<file path="src/rtl/program_loader.sv">
// Boot-time loader: writes a length-prefixed byte stream into the unified RAM and holds the CPU
// until the image is complete. Define PROGRAM_LOADER_CHECKSUM_EN to require a trailing checksum byte.
module program_loader #(
    parameter int                ADDR_W    = 8,
    parameter int                DATA_W    = 8,
    parameter logic [ADDR_W-1:0] BASE_ADDR = '0
) (
    input  logic              i_clk,
    input  logic              i_rst,
    input  logic              i_start,
    input  logic              i_in_valid,
    input  logic [DATA_W-1:0] i_in_data,
    output logic              o_in_ready,
    output logic [ADDR_W-1:0] o_mem_addr,
    output logic [DATA_W-1:0] o_mem_wdata,
    output logic              o_mem_we,
    output logic              o_cpu_hold,
    output logic              o_busy,
    output logic              o_done,
    output logic              o_err
);

    typedef enum logic [2:0] {
        S_IDLE,
        S_LEN,
        S_LOAD,
        S_CHK,
        S_DONE,
        S_ERR
    } state_t;

    state_t              r_state;
    state_t              w_next;
    logic [DATA_W-1:0]   r_cnt;
    logic [ADDR_W-1:0]   r_ptr;
    logic [ADDR_W-1:0]   r_mem_addr;
    logic [DATA_W-1:0]   r_mem_wdata;
    logic                r_mem_we;
    logic                w_accept;
    logic                w_loading;

    assign w_loading  = (r_state == S_LEN) || (r_state == S_LOAD) || (r_state == S_CHK);
    assign w_accept   = i_in_valid && w_loading;

    always_ff @(posedge i_clk or posedge i_rst) begin
        if (i_rst) begin
            r_state <= S_IDLE;
        end else begin
            r_state <= w_next;
        end
    end

`ifdef PROGRAM_LOADER_CHECKSUM_EN
    logic [DATA_W-1:0] r_sum;

    always_ff @(posedge i_clk or posedge i_rst) begin
        if (i_rst) begin
            r_sum <= '0;
        end else if (w_accept && r_state == S_LEN) begin
            r_sum <= '0;
        end else if (w_accept && r_state == S_LOAD) begin
            r_sum <= r_sum + i_in_data;
        end
    end
`endif

    always_comb begin
        w_next = r_state;
        case (r_state)
            S_IDLE: begin
                if (i_start) w_next = S_LEN;
            end
            S_LEN: begin
                if (w_accept) begin
                    if (i_in_data != '0) begin
                        w_next = S_LOAD;
                    end else begin
`ifdef PROGRAM_LOADER_CHECKSUM_EN
                        w_next = S_CHK;
`else
                        w_next = S_DONE;
`endif
                    end
                end
            end
            S_LOAD: begin
                if (w_accept && r_cnt == DATA_W'(1)) begin
`ifdef PROGRAM_LOADER_CHECKSUM_EN
                    w_next = S_CHK;
`else
                    w_next = S_DONE;
`endif
                end
            end
`ifdef PROGRAM_LOADER_CHECKSUM_EN
            S_CHK: begin
                if (w_accept) w_next = (i_in_data == r_sum) ? S_DONE : S_ERR;
            end
`endif
            S_DONE, S_ERR: begin
                if (i_start) w_next = S_LEN;
            end
            default: w_next = S_IDLE;
        endcase
    end

    // Write strobe is registered: byte accepted on edge k lands in RAM during cycle k+1.
    always_ff @(posedge i_clk or posedge i_rst) begin
        if (i_rst) begin
            r_mem_we    <= 1'b0;
            r_mem_addr  <= BASE_ADDR;
            r_mem_wdata <= '0;
            r_cnt       <= '0;
            r_ptr       <= BASE_ADDR;
        end else begin
            r_mem_we <= 1'b0;
            if (w_accept) begin
                case (r_state)
                    S_LEN: begin
                        r_cnt <= i_in_data;
                        r_ptr <= BASE_ADDR;
                    end
                    S_LOAD: begin
                        r_mem_we    <= 1'b1;
                        r_mem_addr  <= r_ptr;
                        r_mem_wdata <= i_in_data;
                        r_ptr       <= r_ptr + ADDR_W'(1);
                        r_cnt       <= r_cnt - DATA_W'(1);
                    end
                    default: ;
                endcase
            end
        end
    end

    // Release waits for the final write strobe to retire so the CPU never runs alongside it.
    assign o_done      = (r_state == S_DONE) && !r_mem_we;
    assign o_cpu_hold  = !o_done;
    assign o_busy      = w_loading || r_mem_we;
    assign o_in_ready  = w_loading;
    assign o_mem_we    = r_mem_we;
    assign o_mem_addr  = r_mem_addr;
    assign o_mem_wdata = r_mem_wdata;
`ifdef PROGRAM_LOADER_CHECKSUM_EN
    assign o_err       = (r_state == S_ERR);
`else
    assign o_err       = 1'b0;
`endif

endmodule

</file>
<file path="config.mk">
export PLATFORM = sky130hd
export DESIGN_NAME = program_loader
export DESIGN_NICKNAME = d
export VERILOG_FILES = /design/src/rtl/program_loader.sv
export SDC_FILE = /design/constraint.sdc
export NUM_CORES = 1
export LEC_CHECK = 0
export CORE_MARGIN = 2
export CORE_UTILIZATION = 33
export CTS_BUF_LIST = sky130_fd_sc_hd__clkbuf_8
export CTS_CLUSTER_DIAMETER = 100
export DETAILED_ROUTE_END_ITERATION = 10
export GPL_TIMING_DRIVEN = 1
export MAX_ROUTING_LAYER = met4
export PLACE_DENSITY = 0.61
export SLEW_MARGIN = 10
export SYNTH_ARGS = -nofsm -noshare
export SYNTH_HDL_FRONTEND = slang
export SYNTH_SLANG_ARGS = --single-unit
</file>
<file path="constraint.sdc">
create_clock -name i_clk -period 2.3 [get_ports i_clk]
set_input_delay 0.23 -clock i_clk [delete_from_list [all_inputs] [get_ports i_clk]]
set_output_delay 0.23 -clock i_clk [all_outputs]
set_load 0.05 [all_outputs]
</file>
# == Yosys cells after proc, flatten, opt, wreduce, memory -nomap -nowiden ==
# Cells that the tools add are included.
# W data, S select, Z words.
# op_classes
n_mux,9
n_eq_ne,9
n_addsub,2
reduce_logical,15
# ops
operator,count
$pmux W8 S2,2
$mux W3,4
$pmux W3 S3,1
$add A8 B1 Y8 const B,1
$eq A8 B1 Y1 const B,1
$reduce_bool A8 Y1,1
$sub A8 B1 Y8 const B,1
$eq A3 B2 Y1 const B,2
$eq A3 B3 Y1 const B,2
$ne A2 B1 Y1 const B,2
$reduce_and A2 Y1,2
$eq A3 B1 Y1 const B,1
$logic_and A1 B1 Y1,3
$logic_not A3 Y1,1
$logic_or A1 B1 Y1,3
$reduce_and A3 Y1,1
$reduce_or A3 Y1,1
$logic_not A1 Y1,2
$mux W1,2
$ne A2 B2 Y1 const B,1
$reduce_bool A2 Y1,1
# totals
input_bits,12
word_cells,41
out_inout_bits,22
reg_bits,36

# == Longest topological paths before layout ==
# depth
ltp_word,7
mapped_depth,7

# == Least setup slack after synthesis ==
# Ideal clock, no wire load.
# synth_path
path_type,reg2out
start,register r_state[0]
end,output port o_busy
arrival_time_ps,1648
path_slack_ps,422
n_path_buf,1
required_time_ps,2070
path_stages_with_launch,5
path_cell_list,dfrtp_1 > buf_2 > nor2_1 > nor2_1 > or2_2
# synth_via
elab_chain_len,4
elab_cells_between_ends,6
classes_between,eq/ne: 3; reduce/logical: 3
# synth_lines
item,line_no,text
start: declaration,32,state_t r_state;
start signal: assignment,49,r_state <= w_next;
$eq A3 B1 Y1 or $eq A3 B2 Y1 (tied branches),42,assign w_loading = (r_state == S_LEN) || (r_state == S_LOAD) || (r_state == S_CHK);
$logic_or A1 B1 Y1,42,
$logic_or A1 B1 Y1 *,42,
via o_in_ready,13,"output logic o_in_ready,"
$logic_or A1 B1 Y1 *,139,assign o_busy = w_loading || r_mem_we;
end: declaration,18,"output logic o_busy,"
# Mark *: on every way through the listed nets, which the timed path passes. The rest lies on a longest branch.

# == Final worst setup path ==
# layout_path
start,register r_state[1]
end,output port o_busy
# layout_via
elab_chain_len,4
elab_cells_between_ends,6
classes_between,eq/ne: 3; reduce/logical: 3
# layout_lines
item,line_no
$eq A3 B1 Y1 or $eq A3 B2 Y1 (tied branches),42
$logic_or A1 B1 Y1,42
$logic_or A1 B1 Y1 *,42
$logic_or A1 B1 Y1 *,139
# Mark *: on every way between the ends. The rest lies on a longest branch, timed or not.

==> metrics.md <==
| Metric | Value |
|---|---|
| Status | `complete, no violations` |
| CP top delay family | `buffers and inverters` |
| ANT nets after route | `0` |
| Max_slew headroom | `0.646` |
| Library cells used by synthesis | `43` |
| Most used flip-flop cell after synthesis | `dfrtp_1` |
| Wire length on met1 | `1.88 mm` |
| Starting density of the core | `0.336` |
| Synth Net Count | `177` |
| Synth async-reset ratio | `1.00` |
| CP startpoint kind | `flip-flop` |
| Most frequent cells in the layout | `dfrtp_1, clkdlybuf4s50_1, nor2_1, mux2_2, nand2_1` |
| R2R setup slack | `0.51 ns` |
| I/O pin cnt | `34` |
| CORE AREA | `0.00541 mm²` |
| Average wire per standard cell | `13.4 µm` |
| Max Used Layer | `met4` |
| Most common cell after layout, fill and taps aside | `dfrtp_1` |
| Ant diodes | `0` |
| 1st-iter DRT viols | `95` |
| # setup viols final | `0` |
| First-pass GRT wire length | `6.29 mm` |
| Buf/Inv on CP | `1` |
| Period utilization | `0.960` |
| Clk_lat worst skew | `0.29 ns` |
| Synth Register Bits | `36` |
| Area Growth Syn to Fin | `26.7%` |
| Standard-cell rows | `27` |
| Met2 WL post-DR | `1.59 mm` |
| GRT overflow | `0` |
| Crit Path Max Fanout | `11` |
| TritonCTS buffer count | `5` |
| P_leak | `0.000998 µW` |
| Largest net degree at the start of global routing | `15` |
| Worst Path Required | `2.07 ns` |
| Most used cell, CP | `nor2_1` |
| Vias in the first global route | `1257` |
| Hold-fix buffers, CTS | `0` |
| Crit. End Element | `output pin` |
| Fill count | `555` |
| Tightest Pin Transition | `0.527 ns` |
| Post-Syn Area per Cell | `11.2 µm²` |
| Hold Fails Final Rpt | `0` |
| Vias | `1356` |
| YS warnings | `0` |
| I/O Buffers | `32` |
| Total wire length | `3.64 mm` |
| RSZ-0062 raised after global routing | `false` |
| CTS tree | `done` |
| CTS HTree Levels | `2` |
| Power per Cell Area | `1290 mW/mm²` |
| Detail Route met3 WL | `155 µm` |
| Worst R2R Start | `r_state[2]` |
| Max incr delay on CP | `0.70 ns` |
| Clock Skew | `0.00497 ns` |
| Fmax | `453 MHz` |
| Layout cell share with drive strength beyond 1 | `0.196` |
| Max-cap viol count | `0` |
| Die X | `78.2 µm` |
| Mapped Area | `0.00182 mm²` |
| Slowest cell on the critical path | `clkdlybuf4s50_1` |
| Post-DR vias/cell | `5.00` |
| Fin util | `0.426` |
| GR Util All Layers | `0.133` |
| TritonRoute pass-1 iters | `4` |
| Reg2Reg Capture Point | `o_mem_addr[5]` |
| Crit path time final | `2.21 ns` |
| Seq/Total Area, Yosys | `0.496` |
| Nets | `213` |
| CTS sink count | `36` |
| RD Place Congestion | `0.758` |
| Post-CTS Setup Inserts | `0` |
| CTS Root Cell | `clkbuf_8` |
| Critical path cell sequence | `nor2_1 -> nor2_1 -> or2_2 -> clkdlybuf4s50_1` |
| Die ar. | `0.00611 mm²` |
| DRC errors left | `0` |
| Post-CTS sizing | `0` |
| Synth Instances | `162` |
| Worst Path Arrival | `1.98 ns` |
| Final HPWL DP | `2.61 mm` |
| Reg2reg path depth | `3` |
| Initial antenna violation count | `0` |
| Clock buffer depth | `2` |
| Die Y | `78.2 µm` |
| Max IR drop VDD | `0.000757 V` |
| Setup_tns | `0 ns` |
| Max-slew violations | `0` |
| Critical path class | `reg -> out` |
| HP Class | `in -> async` |
| Post-synth EDFFs | `0` |
| Worst-path clk slew | `0.07 ns` |
-- per-layer routing --
metal	global-route usage	vias to the layer above
li1	-	656
met1	0.198	657
met3	0.0345	4
met2	0.177	39
met5	-	-
met4	0.0386	0
-- cell families (layout without fill, tap and decap cells) --
logic type,Yosys count,in the layout,synth area share
compound gates,28,28,0.107
flops,36,36,0.496
other cells,1,1,0.00206
simple gates,58,58,0.189
buf+inv,14,51,0.0558
mux,17,17,0.105
fa+ha+maj,3,3,0.0207
xor+xnor,5,5,0.0241
-- metrics by stage --
| step | setup slack (ns) | hold WS [ns] | std cells | total power (µW) | area, µm² |
|---|---|---|---|---|---|
| detailed placement | 0.401 | 0.495 | 263 | 2440 | 2190 |
| finish | 0.0917 | 0.252 | 271 | 2980 | 2300 |
| floorplan | 0.422 | 0.315 | 162 | 2070 | 1820 |
| global placement | 0.403 | 0.494 | 263 | 2440 | 2190 |
| CTS | 0.0784 | 0.269 | 271 | 3000 | 2300 |
| global route | 0.00251 | 0.295 | 271 | 3160 | 2300 |
-- report_power, final --
| group | leakage [µW] | internal, µW | switching (µW) |
|---|---|---|---|
| Clock | 0.0000593 | 317 | 227 |
| Combinational | 0.000477 | 577 | 847 |
| Sequential | 0.000462 | 828 | 178 |
-- cell usage after synthesis, types with 2 or more instances --
cell type | instances | share of area
a211oi_1 | 2 | 0.0083
a21oi_1 | 4 | 0.011
a22o_1 | 3 | 0.014
a2bb2oi_1 | 3 | 0.014
and3_1 | 2 | 0.0069
and4bb_2 | 2 | 0.014
buf_2 | 3 | 0.0083
buf_4 | 2 | 0.0083
buf_6 | 5 | 0.031
dfrtp_1 | 36 | 0.50
ha_1 | 3 | 0.021
inv_1 | 4 | 0.0083
mux2_2 | 17 | 0.11
nand2_1 | 9 | 0.019
nand2b_1 | 2 | 0.0069
nand3_1 | 3 | 0.0083
nand4_1 | 5 | 0.017
nand4b_1 | 2 | 0.0096
nor2_1 | 17 | 0.035
nor2_4 | 2 | 0.012
nor3b_1 | 4 | 0.017
nor4_1 | 2 | 0.0069
o21ai_0 | 3 | 0.0083
o21ai_1 | 3 | 0.0083
o22ai_1 | 2 | 0.0069
xor2_1 | 5 | 0.024
-- state kept, by name (all words and copies together) (netlist names) --
signal and cells:
o_mem_addr 8, o_mem_we 1, o_mem_wdata 8, r_ptr 8, r_state 3, r_cnt 8
-- layout make-up --
class	instances	area, µm²	area share
clock buffers	5	68.8	0.0299
clock inverters	3	38.8	0.0169
inverters	4	15.0	0.00653
multi-input cells	112	815	0.354
flip-flops and latches	36	901	0.392
well taps	72	90.1	0.0392
repair buffers	39	373	0.162
-- worst reg2reg max path: cells and delay by family, from the launching register on --
kind / cells / cell delay, ns
buffers and inverters: 1 / 0.24
flip-flops: 1 / 0.50
multiplexers: 1 / 0.35
AND/OR/NAND/NOR: 1 / 0.59
-- how the worst max path moves through the flow --
stage                     slack [ns]  depth (start not counted)        from            end
final                           0.09                          4  r_state[1]         o_busy
after global routing           0.003                          4  r_state[1]         o_busy
after CTS                       0.08                          4  r_state[1]         o_busy
after detailed placement        0.40                          4  i_in_valid  o_mem_addr[5]
after global placement          0.40                          4  r_state[1]         o_busy
after floorplan                 0.42                          4  r_state[0]         o_busy
No activity file was read; power rests on OpenSTA's default activity.
